==> config.mk <==
export PLATFORM = sky130hd
export DESIGN_NAME = fnd_4digit_scan_cntr_flat
export DESIGN_NICKNAME = d
export VERILOG_FILES = /design/src/rtl/fnd_4digit_scan_cntr_if.sv /design/src/rtl/fnd_4digit_scan_cntr.sv /design/src/flat_wrapper.sv
export SDC_FILE = /design/constraint.sdc
export NUM_CORES = 1
export LEC_CHECK = 0
export BUFFER_PORTS_ARGS = -buffer_cell sky130_fd_sc_hd__buf_2
export CAP_MARGIN = 20
export CORE_MARGIN = 1.5
export CORE_UTILIZATION = 25
export DETAILED_ROUTE_END_ITERATION = 10
export SLEW_MARGIN = 15
export SYNTH_ARGS = -nofsm -noshare
export SYNTH_HDL_FRONTEND = slang
export SYNTH_SLANG_ARGS = --single-unit
==> constraint.sdc <==
create_clock -name clk -period 1.95 [get_ports clk]
set_input_delay 0.39 -clock clk [delete_from_list [all_inputs] [get_ports clk]]
set_output_delay 0.39 -clock clk [all_outputs]
set_load 0.05 [all_outputs]
==> src/rtl/fnd_4digit_scan_cntr_if.sv <==
// rtl/fnd_4digit_scan_cntr_if.sv - display word input and scanned segment/digit output bundle
//
// Purpose: groups the word/strobe/dp inputs and the scanned display outputs of
// fnd_4digit_scan_cntr.
// Signals:
//   value[15:0]   four nibbles, value[3:0] is digit 0 (rightmost)
//   value_valid   one-cycle strobe capturing value into the pending register
//   dp_en[3:0]    per-digit decimal point enable, active-high, sampled live
//   seg_7[7:0]    {a,b,c,d,e,f,g,p} segments, active-low
//   com[3:0]      digit enables, active-low
//   frame_done    one-cycle pulse after each full 4-digit frame
// Modports: master = word source / display side, slave = scan controller.

interface fnd_4digit_scan_cntr_if;
    logic [15:0] value;
    logic        value_valid;
    logic [3:0]  dp_en;
    logic [7:0]  seg_7;
    logic [3:0]  com;
    logic        frame_done;

    modport master (
        output value,
        output value_valid,
        output dp_en,
        input  seg_7,
        input  com,
        input  frame_done
    );

    modport slave (
        input  value,
        input  value_valid,
        input  dp_en,
        output seg_7,
        output com,
        output frame_done
    );
endinterface

==> src/rtl/fnd_4digit_scan_cntr.sv <==
// rtl/fnd_4digit_scan_cntr.sv - tear-free 4-digit common-anode 7-segment scan driver
//
// Purpose: latches 16-bit display words, swaps them onto the display only at
// frame boundaries, scans one digit per SCAN_DIV-cycle slot with DEAD_CYCLES
// of blanking at the start of each slot, and decodes nibbles to active-low
// abcdefgp patterns. All outputs are registered (one cycle behind cnt/idx).
// Ports:
//   clk       rising-edge system clock
//   reset_p   synchronous active-high reset
//   bus       fnd_4digit_scan_cntr_if.slave (value, value_valid, dp_en in;
//             seg_7, com, frame_done out)
// Parameters: SCAN_DIV (cycles per slot, >= 2), DEAD_CYCLES (< SCAN_DIV).
// Optional macro: LEADING_ZERO_BLANK_EN blanks the segments of leading-zero
// digits 3..1 (com and dp still driven).

module fnd_4digit_scan_cntr #(
    parameter int SCAN_DIV    = 100000,
    parameter int DEAD_CYCLES = 1000
) (
    input  logic                   clk,
    input  logic                   reset_p,
    fnd_4digit_scan_cntr_if.slave  bus
);

    localparam int             CW       = (SCAN_DIV > 2) ? $clog2(SCAN_DIV) : 1;
    localparam logic [CW-1:0]  CNT_LAST = CW'(SCAN_DIV - 1);
    // One extra bit so the dead-time limit compares cleanly even at DEAD_CYCLES=0.
    localparam logic [CW:0]    DEAD_LIM = (CW + 1)'(DEAD_CYCLES);

    logic [CW-1:0] cnt_q, cnt_d;
    logic [1:0]    idx_q, idx_d;
    logic [15:0]   pend_q, pend_d;
    logic          pend_flag_q, pend_flag_d;
    logic [15:0]   disp_q, disp_d;
    logic [7:0]    seg_7_q, seg_7_d;
    logic [3:0]    com_q, com_d;
    logic          frame_done_q, frame_done_d;

    logic          slot_last;
    logic          frame_last;
    logic [3:0]    nib;
    logic [6:0]    seg_body;
    logic          lead_blank;

    // Active-low abcdefg for one hex nibble.
    function automatic logic [6:0] decode(input logic [3:0] n);
        logic [6:0] s;
        case (n)
            4'h0:    s = 7'b0000001;
            4'h1:    s = 7'b1001111;
            4'h2:    s = 7'b0010010;
            4'h3:    s = 7'b0000110;
            4'h4:    s = 7'b1001100;
            4'h5:    s = 7'b0100100;
            4'h6:    s = 7'b0100000;
            4'h7:    s = 7'b0001101;
            4'h8:    s = 7'b0000000;
            4'h9:    s = 7'b0001100;
            4'hA:    s = 7'b0001000;
            4'hB:    s = 7'b1100000;
            4'hC:    s = 7'b0110001;
            4'hD:    s = 7'b1000010;
            4'hE:    s = 7'b0110000;
            default: s = 7'b0111000;
        endcase
        return s;
    endfunction

    always_comb begin
        cnt_d        = cnt_q;
        idx_d        = idx_q;
        pend_d       = pend_q;
        pend_flag_d  = pend_flag_q;
        disp_d       = disp_q;
        seg_7_d      = 8'hFF;
        com_d        = 4'b1111;
        frame_done_d = 1'b0;
        lead_blank   = 1'b0;

        slot_last  = (cnt_q == CNT_LAST);
        frame_last = slot_last && (idx_q == 2'd3);

        if (slot_last) begin
            cnt_d = '0;
            idx_d = idx_q + 2'd1;
        end else begin
            cnt_d = cnt_q + 1'b1;
        end

        // Swap happens with the pend value from before this edge; a strobe on
        // the same edge is applied afterwards so it stays pending for the next frame.
        if (frame_last && pend_flag_q) begin
            disp_d      = pend_q;
            pend_flag_d = 1'b0;
        end
        if (bus.value_valid) begin
            pend_d      = bus.value;
            pend_flag_d = 1'b1;
        end

        frame_done_d = frame_last;

        nib      = 4'(disp_q >> {idx_q, 2'b00});
        seg_body = decode(nib);

`ifdef LEADING_ZERO_BLANK_EN
        case (idx_q)
            2'd3:    lead_blank = (disp_q[15:12] == 4'h0);
            2'd2:    lead_blank = (disp_q[15:8] == 8'h00);
            2'd1:    lead_blank = (disp_q[15:4] == 12'h000);
            default: lead_blank = 1'b0;
        endcase
`else
        lead_blank = 1'b0;
`endif
        if (lead_blank) begin
            seg_body = 7'h7F;
        end

        if ({1'b0, cnt_q} >= DEAD_LIM) begin
            com_d   = ~(4'b0001 << idx_q);
            seg_7_d = {seg_body, ~bus.dp_en[idx_q]};
        end
    end

    always_ff @(posedge clk) begin
        if (reset_p) begin
            cnt_q        <= '0;
            idx_q        <= 2'd0;
            pend_q       <= 16'h0000;
            pend_flag_q  <= 1'b0;
            disp_q       <= 16'h0000;
            seg_7_q      <= 8'hFF;
            com_q        <= 4'b1111;
            frame_done_q <= 1'b0;
        end else begin
            cnt_q        <= cnt_d;
            idx_q        <= idx_d;
            pend_q       <= pend_d;
            pend_flag_q  <= pend_flag_d;
            disp_q       <= disp_d;
            seg_7_q      <= seg_7_d;
            com_q        <= com_d;
            frame_done_q <= frame_done_d;
        end
    end

    assign bus.seg_7      = seg_7_q;
    assign bus.com        = com_q;
    assign bus.frame_done = frame_done_q;

endmodule

==> src/flat_wrapper.sv <==
// flat-port wrapper written by rule: the top's interface ports become plain ports
module fnd_4digit_scan_cntr_flat 
#(
    parameter int SCAN_DIV    = 100000,
    parameter int DEAD_CYCLES = 1000
)
  (clk, reset_p, bus_value, bus_value_valid, bus_dp_en, bus_seg_7, bus_com, bus_frame_done);
  fnd_4digit_scan_cntr_if bus_i ();
  input  logic clk;
  input  logic reset_p;
  input wire logic [$bits(bus_i.value)-1:0] bus_value;
  input wire logic [$bits(bus_i.value_valid)-1:0] bus_value_valid;
  input wire logic [$bits(bus_i.dp_en)-1:0] bus_dp_en;
  output wire logic [$bits(bus_i.seg_7)-1:0] bus_seg_7;
  output wire logic [$bits(bus_i.com)-1:0] bus_com;
  output wire logic [$bits(bus_i.frame_done)-1:0] bus_frame_done;
  assign bus_i.value = bus_value;
  assign bus_i.value_valid = bus_value_valid;
  assign bus_i.dp_en = bus_dp_en;
  assign bus_seg_7 = bus_i.seg_7;
  assign bus_com = bus_i.com;
  assign bus_frame_done = bus_i.frame_done;
  fnd_4digit_scan_cntr #(.SCAN_DIV(SCAN_DIV), .DEAD_CYCLES(DEAD_CYCLES)) u_core (.clk(clk), .reset_p(reset_p), .bus(bus_i));
endmodule
== Yosys cells after proc, flatten, opt, wreduce, memory -nomap -nowiden ==
Memory sizes are Yosys's and may differ from the RTL's. A register that Yosys moved wholly into a read port is not among the register bits.
Cells that the tools add are included.

* Register bits after elaboration: 65
* Latch bits: 0
* Memory bits (writable): 0
* Memory bits (read-only): 112
* Bits of input ports: 23
* Logic and storage cells: 29
* Memories: 1

* Add/subtract/negate cells: 2
* Multipliers: 0
* Divide/modulo/power cells: 0
* Order comparisons: 2
* Eq/ne operators: 2
* Shifts and indexed selects: 2
* Muxes and demuxes: 4
* Bitwise logic cells: 3
* Reductions and logical operators: 5

{| class="wikitable"
|+ Memories
! name !! words !! bits a word !! read ports !! clocked after memory_dff !! write ports !! line !! text
|-
| (no name shown) || 16 || 7 || 1 || 1 || 0 || fnd_4digit_scan_cntr.sv:48 || <nowiki>case (n)</nowiki>
|}

{| class="wikitable"
|+ Operators with widths
! operator !! number
|-
| $add A17 B1 Y17 const B || 1
|-
| $eq A17 B17 Y1 const B || 1
|-
| $ge A17 B10 Y1 const B || 1
|-
| $shr A16 B4 Y4 || 1
|-
| $not A4 Y4 || 1
|-
| $reduce_or A2 Y1 || 2
|-
| $shl A1 B2 Y4 const A || 1
|-
| $lt A2 B3 Y1 const B || 1
|-
| $mux W1 || 3
|-
| $add A2 B1 Y2 const B || 1
|-
| $bmux W1 S2 || 1
|-
| $eq A2 B2 Y1 const B || 1
|-
| $logic_and A1 B1 Y1 || 2
|-
| $not A1 Y1 || 2
|-
| $reduce_bool A2 Y1 || 1
|}

== Longest topological paths before layout ==
Gate-level depths: netlist (run 1).

* Depth after elaboration: 5
* Mapped depth: 7

== Worst setup path after synthesis (run 1) ==
No wires, ideal clock.

* Path type: register to register
* Start point: register u_core.idx_q[0]
* End point: register u_core.seg_7_q[7] (netlist: u_core.bus.seg_7[7])
* Data arrival time: 2,033 ps
* Data required time: 1,831 ps
* Path slack: -202 ps
* Stages on the path, launching flop included: 7
* Path buffers: 1
* Cell sequence: dfxtp_1 buf_2 mux4_2 ha_1 or3_1 a21oi_1 o31ai_1

* Word-level cells in the longest chain between the ends: 1

{| class="wikitable"
|+ RTL lines
! item !! line !! text
|-
| start: declaration || fnd_4digit_scan_cntr.sv:31 || <nowiki>logic [1:0] idx_q, idx_d;</nowiki>
|-
| start signal: assignment || fnd_4digit_scan_cntr.sv:138 || <nowiki>idx_q <= idx_d;</nowiki>
|-
| $shr A16 B4 Y4 || fnd_4digit_scan_cntr.sv:103 || <nowiki>nib = 4'(disp_q >> {idx_q, 2'b00});</nowiki>
|-
| end: declaration || fnd_4digit_scan_cntr.sv:35 || <nowiki>logic [7:0] seg_7_q, seg_7_d;</nowiki>
|}

No other way between the ends.
A chain may end at the register's enable or synchronous reset.

== Worst setup path in the final report (run 1) ==
Ends and elaborated chain as after synthesis.

==> metrics.cfg, run 1 <==
[critical_path]
crit_path_start_kind = flip-flop
max_stage_delay_ns = 0.59
rr_worst_depth = 5
critPathTopFamily = multiplexers
worstSetupEndpointType = flip-flop
path_max_fanout = 5
rr_endpoint = u_core.bus.seg_7[7]
worst_ep_arrival_time_ns = 2.11
crit_chain = mux4_2, ha_4, or3_1, a21oi_1, o31ai_1
r2r-start = u_core.idx_q[0]
cp_num_buf_inv = 0
critPathSlowestCell = mux4_2
rrSetupSlack_ns = 0.05
crit_type = flip-flop to flip-flop
critPathRequiredTime_ns = 2.16

[timing]
worstMarginPinSlew_ns = 0.657
fin_crit_sh = 0.976
slew_headroom = 0.558
fmax_mhz = 526
period_needed_ns = 1.90
slew_violations = 0
hold_viol_final = 0
skew_ns = 0.00560
setup_viol = 0

[place]
dp.cells = 488
io_buffers = 35
hpwl_um = 4600
placed_area_um2 = 3440
gp_congestion = 0.778

[min_path]
hold_end = u_core.pend_q[3]
hold_class = input pin to flip-flop
holdPathStages = 3
hp-start = bus_value[3]

[clocking]
htreeDepth = 3
cts_buffer_depth = 2
root_buffer = clkbuf_16
insertion_delay_ns = 0.33
cts_inserted_buffers = 9
cts_tree = built
clock_sinks = 65
clkSlewWorstSetupHoldPaths_ns = 0.05
cts_hold_buf = 0

[drt]
drt_iter0_markers = 96
route.detailed.drc = 4
dr_total_vias = 2315
drt-total-wl_um = 6510
postRouteAntennaNets = 0
post_drt_wl_per_cell_um = 12.8
dr.pass1.iters = 9
drt-vias-per-instance = 4.57

[power]
peakVddDrop_v = 0.000360
powerDensity_nw_per_um2 = 772
total_power_uw = 2900
power.leakage_uw = 0.00138

[global_routing]
gr-total-overflow = 0
grt_use_total = 0.109
grt_pass1_vias = 2199
grt_pass1_wl_um = 11000
grt_max_degree = 21
antenna_found_initial = 0

[die]
die-area_um2 = 12700
num_rows = 39
die_y_um = 113
start_util = 0.259
core_um2 = 11600
io_pins = 36
die_w_um = 113

[synth]
synthTopCellsByArea = dfxtp_1, mux2i_1, nand2_1
yosysWarnings = 0
ys_ff_latch = 65
syn-num-nets = 344
ys_types = 41
ys_seq_area_frac = 0.434
yosysTopAreaCellShare = 0.434
synth_largest_area_cell = dfxtp_1
syn_inst = 310
syn_area_per_cell_um2 = 9.68
netlist_area_um2 = 3000

[final_layout]
layout_commonest_cell = dfxtp_1
final_cell_mix = dfxtp_1, nand2_1, nor2_1, mux2i_1, buf_2
syn2layout_area_growth_pct = 25.4
antennaDiodeCount = 0
fillers = 1177
instances_no_fill = 507
final_layout_size_suffix_gt1_frac = 0.269
stdcell_area_um2 = 3760
fin_nets = 394

[run_status]
outcome = finished, violations left
violations = design-rule violations

[flow_run]
maxCapViolCount = 0

-- report_power, final --
part           switching (uW)  internal [uW]  total [uW]
clock network             568            843        1410
logic                    62.8           56.6         119
registers                18.4           1360        1370
-- kinds of logic (layout without fill, tap and decap cells) --
group / Yosys count / count (layout) / synth area share
buf+inv: 26 / 80 / 0.0455
simple gates: 123 / 123 / 0.199
mux: 46 / 46 / 0.176
xor+xnor: 15 / 15 / 0.0438
flops: 65 / 65 / 0.434
compound gates: 24 / 24 / 0.0563
fa+ha+maj: 11 / 11 / 0.0459
-- through the flow --
step / hold slack (ns) / util / setup TNS [ns] / setup WS, ns
6_report: 0.294 / 0.325 / 0 / 0.0475
3_3_place_gp: 0.451 / 0.297 / 0 / 0.0915
3_5_place_dp: 0.457 / 0.297 / 0 / 0.0168
4_1_cts: 0.289 / 0.322 / 0 / 0.0106
5_1_grt: 0.302 / 0.325 / -0.00797 / -0.00797
2_1_floorplan: 0.432 / - / -0.00707 / -0.00427
-- layout make-up --
type | instances | area, um2 | share of cell area
clock buffer | 9 | 225 | 0.0599
clock inverter | 6 | 36.3 | 0.00964
inverter | 11 | 43.8 | 0.0116
multi-input combinational | 219 | 1630 | 0.434
sequential | 65 | 1300 | 0.346
tap | 143 | 179 | 0.0476
timing repair buffer | 54 | 343 | 0.0911
-- how the worst max path moves through the flow --
| stage | start | to | slack [ns] | depth (start not counted) |
|---|---|---|---|---|
| after detailed placement | u_core.idx_q[0] | u_core.bus.seg_7[4] | 0.02 | 6 |
| final | u_core.idx_q[0] | u_core.bus.seg_7[7] | 0.05 | 5 |
| after global routing | u_core.cnt_q[1] | u_core.disp_q[13] | -0.008 | 6 |
| after floorplan | u_core.idx_q[0] | u_core.bus.seg_7[4] | -0.004 | 7 |
| after global placement | u_core.cnt_q[13] | u_core.bus.seg_7[6] | 0.09 | 4 |
| after CTS | u_core.cnt_q[14] | u_core.bus.seg_7[6] | 0.01 | 4 |
-- tightest hold or removal path: cells and delay by family --
kind          cells  cell delay [ns]
mux               1             0.05
simple gates      1             0.07
buf+inv           1             0.07
-- synthesized netlist by cell type, drive strengths merged --
library cell   n
o21a           1
nand4          6
a31o           1
nand3          7
buf            6
and4           1
dfxtp         65
nand2b         2
clkinv         1
a22o           1
a211oi         1
nor4           6
o311ai         3
or3            4
nor4b          1
and3           1
o21ai          5
inv           10
nor2          37
o31ai          2
or4            4
mux4           5
mux2i         36
clkbuf         9
and4b          1
nand3b         2
xnor2          9
nand2         46
o211ai         2
o221ai         1
mux2           5
or2            1
xor2           6
nor3           4
a21oi          7
ha            11
-- registers in the layout (all words and copies together), names as in the netlist --
register / flops
u_core.bus.com: 4
u_core.bus.frame_done: 1
u_core.bus.seg_7: 8
u_core.cnt_q: 17
u_core.disp_q: 16
u_core.idx_q: 2
u_core.pend_flag_q: 1
u_core.pend_q: 16
-- what timing repair did --
item,in CTS,in global routing
pin swaps,0,1
endpoints found under the setup margin,1,23
gates resized for setup,0,9
setup buffers,3,1
-- routing by layer --
| metal | routed length (um) | part of all wire | up-vias | global-route usage |
|---|---|---|---|---|
| li1 | - | - | 1178 | - |
| met1 | 3370 | 0.52 | 1065 | 0.154 |
| met2 | 2680 | 0.41 | 62 | 0.153 |
| met3 | 357 | 0.055 | 10 | 0.0362 |
| met4 | 106 | 0.016 | 0 | 0.0405 |
| met5 | 0 | 0 | - | 0 |
Power figures use the tool's default switching activity.
==> run 2: changes to the inputs <==
--- a/config.mk
+++ b/config.mk
@@ -5,6 +5,7 @@
 export SDC_FILE = /design/constraint.sdc
 export NUM_CORES = 1
 export LEC_CHECK = 0
+export ABC_AREA = 1
 export BUFFER_PORTS_ARGS = -buffer_cell sky130_fd_sc_hd__buf_2
 export CAP_MARGIN = 20
 export CORE_MARGIN = 1.5
==> metrics.cfg, run 2 <==
[clocking]
cts_hold_buf = 0
clkSlewWorstSetupHoldPaths_ns = 0.05
postCtsSetupRepairBufs = 0
cts_tree = built
clock_sinks = 65
postCtsResizedCells = 0
root_buffer = clkbuf_16
htreeDepth = 3
cts_inserted_buffers = 9
cts_buffer_depth = 2
insertion_delay_ns = 0.33

[synth]
ys_ff_latch = 65
netlist_area_um2 = 2930
async_reset_ff_frac = 0
yosysWarnings = 0
synth-edff-count = 0
ys_seq_area_frac = 0.444
synthTopCellsByArea = dfxtp_1, nand2_1, nand3_1
syn-num-nets = 433
synth_most_common_cell = nand2_1
synth-main-ff-cell = dfxtp_1
synth_largest_area_cell = dfxtp_1
synthTopCellsByCount = nand2_1, dfxtp_1, nor2_1
ys_types = 26
syn_area_per_cell_um2 = 7.34
syn_inst = 399
yosysTopAreaCellShare = 0.444

[die]
die-area_um2 = 12400
core_um2 = 11400
start_util = 0.257
die_w_um = 111
num_rows = 39
io_pins = 36
die_y_um = 111

[power]
intPower_uw = 2430
powerDensity_nw_per_um2 = 855
swShare = 0.209
peakVddDrop_v = 0.000513
pwr-share-seq = 0.446
clockPowerShare = 0.514
comb_power_share = 0.040
power.leakage_uw = 0.00145
power_switching_uw = 643

[final_layout]
fin_nets = 473
final_cell_mix = nand2_1, dfxtp_1, nor2_1, nand3_1, inv_1
reg.largest.list = u_core.cnt_q x17, u_core.disp_q x16, u_core.pend_q x16
largest_reg_flops = 17
regMostFlops = u_core.cnt_q
utilization = 0.314
layout_commonest_cell = nand2_1
syn2layout_area_growth_pct = 22.5
antennaDiodeCount = 0
final_layout_size_suffix_gt1_frac = 0.162
stdcell_area_um2 = 3590

[drt]
post_drt_wl_per_cell_um = 10.3
drt_iter0_markers = 105
route.detailed.drc = 0
drt-total-wl_um = 6060
dr.pass1.iters = 4
drt-vias-per-instance = 4.33
dr_total_vias = 2544
postRouteAntennaNets = 0

[critical_path]
crit_path_start_kind = flip-flop
path_max_fanout = 12
worst_ep_arrival_time_ns = 1.88
crit_type = flip-flop to flip-flop
critPathRequiredTime_ns = 2.15
worstSetupEndpointType = flip-flop

[timing]
fin_setup_tns_ns = 0
fin_ws_ns = 0.267
fmax_mhz = 594
fin_crit_sh = 0.863
slew_headroom = 0.608
skew_ns = 0.00688
slew_violations = 0
period_needed_ns = 1.68
hold_viol_final = 0
setup_viol = 0
worstMarginPinSlew_ns = 0.588
rsz0062_at_grt = false

[global_routing]
grt_pass1_vias = 2354
grt_max_degree = 35
grt_use_total = 0.103
grt_pass1_wl_um = 10600
antenna_found_initial = 0
gr-total-overflow = 0

[place]
io_buffers = 35
hpwl_um = 4470
placed_area_um2 = 3290
gp_congestion = 0.819
preCtsSetupSlack_ns = 0.282

[min_path]
hold_class = input pin to flip-flop

[flow_run]
maxCapViolCount = 0

[run_status]
outcome = completed

==> run 2: cell count changes after synthesis, sizes merged, moves of 22 or more <==
| cell | previous run | this run |
|---|---|---|
| a21oi | 7 | 29 |
| inv | 10 | 46 |
| mux2i | 36 | 0 |
| nand2 | 46 | 79 |
| nand3 | 7 | 45 |
| nor2 | 37 | 61 |
==> run 2: path summary, 6_finish.rpt <==
check | startpoint | to | slack, ns | cells after the start
worst max-delay path | u_core.idx_q[0] | u_core.bus.seg_7[4] | 0.27 | 10
worst min-delay path | reset_p | u_core.pend_flag_q | 0.31 | 2
worst max register to register | u_core.idx_q[0] | u_core.bus.seg_7[4] | 0.27 | 10
worst min register to register | u_core.cnt_q[0] | u_core.cnt_q[0] | 0.44 | 1
==> run 2: layout make-up <==
| type | instances | area [um2] |
|---|---|---|
| clock buffers | 11 | 243 |
| fillers | 1255 | 7830 |
| flip-flops and latches | 65 | 1300 |
| clock inverters | 5 | 55.1 |
| inverters | 46 | 173 |
| multi-input cells | 273 | 1390 |
| well taps | 143 | 179 |
| repair buffers | 44 | 255 |
==> run 2: power by group through the flow <==
stage          Sequential, uW  Combinational (uW)  Clock (uW)
2_1_floorplan            1390                77.6           0
3_3_place_gp             1400                 122           0
3_5_place_dp             1400                 125           0
4_1_cts                  1370                 125        1630
5_1_grt                  1370                 143        1680
6_report                 1370                 123        1580
==> run 2: logic make-up after synthesis <==
kind of cell | share of synthesized area
AO/OA/AOI/OAI | 0.103
XOR/XNOR | 0.0269
adder cells (fa/ha/maj) | 0.0470
buffers and inverters | 0.0833
flip-flops | 0.444
AND/OR/NAND/NOR | 0.296
==> run 2: metrics by stage <==
step                hold slack [ns]  std cells  total power, uW
global placement              0.431        571             1520
finish                        0.311        587             3070
floorplan                     0.417        399             1470
global route                  0.322        587             3190
CTS                           0.303        587             3120
detailed placement            0.435        571             1520
==> run 2: layer usage <==
metal	wire (um)	track usage
met4	86	0.0371
met1	3150	0.136
met5	0	0
met3	306	0.0361
met2	2510	0.156
==> run 2: worst max-delay path: stages (launching register included) <==
cell     delay, ns
dfxtp_1       0.32
inv_1         0.16
nand2_1       0.11
nand3_1       0.06
nand2_1       0.19
inv_1         0.09
ha_1          0.22
inv_1         0.08
nor2_1        0.06
o21ai_0       0.16
nand3_1       0.10
==> run 3: changes to the inputs <==
--- a/config.mk
+++ b/config.mk
@@ -11,6 +11,7 @@
 export CORE_MARGIN = 1.5
 export CORE_UTILIZATION = 25
 export DETAILED_ROUTE_END_ITERATION = 10
+export PLACE_DENSITY = 0.52
 export SLEW_MARGIN = 15
 export SYNTH_ARGS = -nofsm -noshare
 export SYNTH_HDL_FRONTEND = slang
==> metrics.cfg, run 3 (synthesis results as in run 2) <==
[power]
clockPowerShare = 0.541
intPower_uw = 2560
comb_power_share = 0.037
pwr-share-seq = 0.422
power.leakage_uw = 0.00147
peakVddDrop_v = 0.000402
swShare = 0.210
power_switching_uw = 683
powerDensity_nw_per_um2 = 897

[critical_path]
rr_worst_depth = 10
rr_endpoint = u_core.bus.seg_7[4]
critPathRequiredTime_ns = 2.16
path_max_fanout = 10
crit_type = flip-flop to flip-flop
cp_num_buf_inv = 3
worstSetupEndpointType = flip-flop
critPathSlowestCell = dfxtp_1
rrSetupSlack_ns = 0.27
critPathTopFamily = simple AND/OR/NAND/NOR gates
max_stage_delay_ns = 0.33
r2r-start = u_core.idx_q[0]
crit_chain = inv_1, nand2_1, nand3_1, nand2_1, inv_1, ha_1, inv_1, nor2_1, o21ai_0, nand3_1
crit_path_start_kind = flip-flop
cpMostUsedCell = inv_1
worst_ep_arrival_time_ns = 1.89

[die]
io_pins = 36
die_y_um = 111
die-area_um2 = 12400
core_um2 = 11400
num_rows = 39
start_util = 0.257
die_w_um = 111

[place]
placed_area_um2 = 3290
hpwl_um = 4510
gp_congestion = 0.802
io_buffers = 35

[final_layout]
largest_reg_flops = 17
final_layout_size_suffix_gt1_frac = 0.166
fillers = 1248
antennaDiodeCount = 0
final_cell_mix = nand2_1, dfxtp_1, nor2_1, nand3_1, inv_1
stdcell_area_um2 = 3620
fin_nets = 474
syn2layout_area_growth_pct = 23.4
regMostFlops = u_core.cnt_q
reg.largest.list = u_core.cnt_q x17, u_core.disp_q x16, u_core.pend_q x16
layout_commonest_cell = nand2_1
utilization = 0.317

[timing]
skew_ns = 0.00837
setup_viol = 0
worstMarginPinSlew_ns = 0.451
slew_headroom = 0.698
slew_violations = 0
fin_crit_sh = 0.861
rsz0062_at_grt = false
hold_viol_final = 0
fin_setup_tns_ns = 0
period_needed_ns = 1.68
timing.hold.ws_ns = 0.317
fmax_mhz = 595

[drt]
post_drt_wl_per_cell_um = 10.5
drt_iter0_markers = 95
route.detailed.drc = 0
dr.max_layer_used = met4
postRouteAntennaNets = 0
dr_wl_met3_um = 239
dr_total_vias = 2518
dr.pass1.iters = 4
drt-total-wl_um = 6170
wl_met1_um = 3280
drt-vias-per-instance = 4.28
wl_met2_um = 2530

[min_path]
hold_end = u_core.pend_flag_q
holdPathStages = 2
hold_class = input pin to flip-flop
hp-start = reset_p

[clocking]
htreeDepth = 3
clock_sinks = 65
insertion_delay_ns = 0.33
cts_tree = built
cts_hold_buf = 0
postCtsSetupRepairBufs = 0
cts_inserted_buffers = 9
postCtsResizedCells = 0
clkSlewWorstSetupHoldPaths_ns = 0.06
root_buffer = clkbuf_16
cts_buffer_depth = 2

[global_routing]
gr-total-overflow = 0
grt_pass1_vias = 2362
grt_max_degree = 34
grt_use_total = 0.109
antenna_found_initial = 0
grt_pass1_wl_um = 11000

[run_status]
outcome = completed

[flow_run]
maxCapViolCount = 0

==> run 3: area by class of cell <==
cell class                 instances  area (um2)  share of cell area
clock inverter                     6        90.1              0.0249
sequential                        65        1300               0.360
multi-input combinational        273        1390               0.383
timing repair buffer              45         250              0.0692
inverter                          46         173              0.0477
tap                              143         179              0.0495
clock buffer                      10         239              0.0661
==> run 3: stage by stage <==
| stage | instances | setup WS, ns | power [uW] |
|---|---|---|---|
| floorplan | 399 | 0.369 | 1470 |
| global placement | 572 | 0.315 | 1520 |
| detailed placement | 572 | 0.286 | 1520 |
| CTS | 588 | 0.268 | 3300 |
| global route | 588 | 0.0814 | 3390 |
| finish | 588 | 0.271 | 3240 |
==> run 3: routing by layer <==
metal,vias to the layer above,track usage
li1,1357,-
met1,1111,0.145
met2,43,0.160
met3,7,0.0350
met4,0,0.0506
met5,-,0
==> run 3: worst max-delay path by stage <==
stage,cells past startpoint,slack [ns],from,endpoint
2_1_floorplan,11,0.37,u_core.idx_q[0],u_core.bus.seg_7[4]
3_3_place_gp,8,0.31,u_core.idx_q[0],u_core.bus.seg_7[4]
3_5_place_dp,10,0.29,u_core.idx_q[0],u_core.bus.seg_7[4]
4_1_cts,10,0.27,u_core.idx_q[0],u_core.bus.seg_7[4]
5_1_grt,10,0.08,u_core.idx_q[0],u_core.bus.seg_7[4]
6_report,10,0.27,u_core.idx_q[0],u_core.bus.seg_7[4]
==> run 3: worst register-to-register path: cells and delay by family, from the launching register on <==
family,cells,cell delay (ns)
AO/OA/AOI/OAI,1,0.16
adder cells (fa/ha/maj),1,0.23
buffers and inverters,3,0.33
flip-flops,1,0.33
AND/OR/NAND/NOR,5,0.52
==> run 3: power groups by stage <==
stage / Sequential (uW) / Combinational (uW) / Clock (uW)
floorplan: 1390 / 77.6 / 0
global placement: 1400 / 121 / 0
detailed placement: 1400 / 123 / 0
CTS: 1370 / 123 / 1810
global route: 1370 / 142 / 1870
finish: 1370 / 121 / 1760
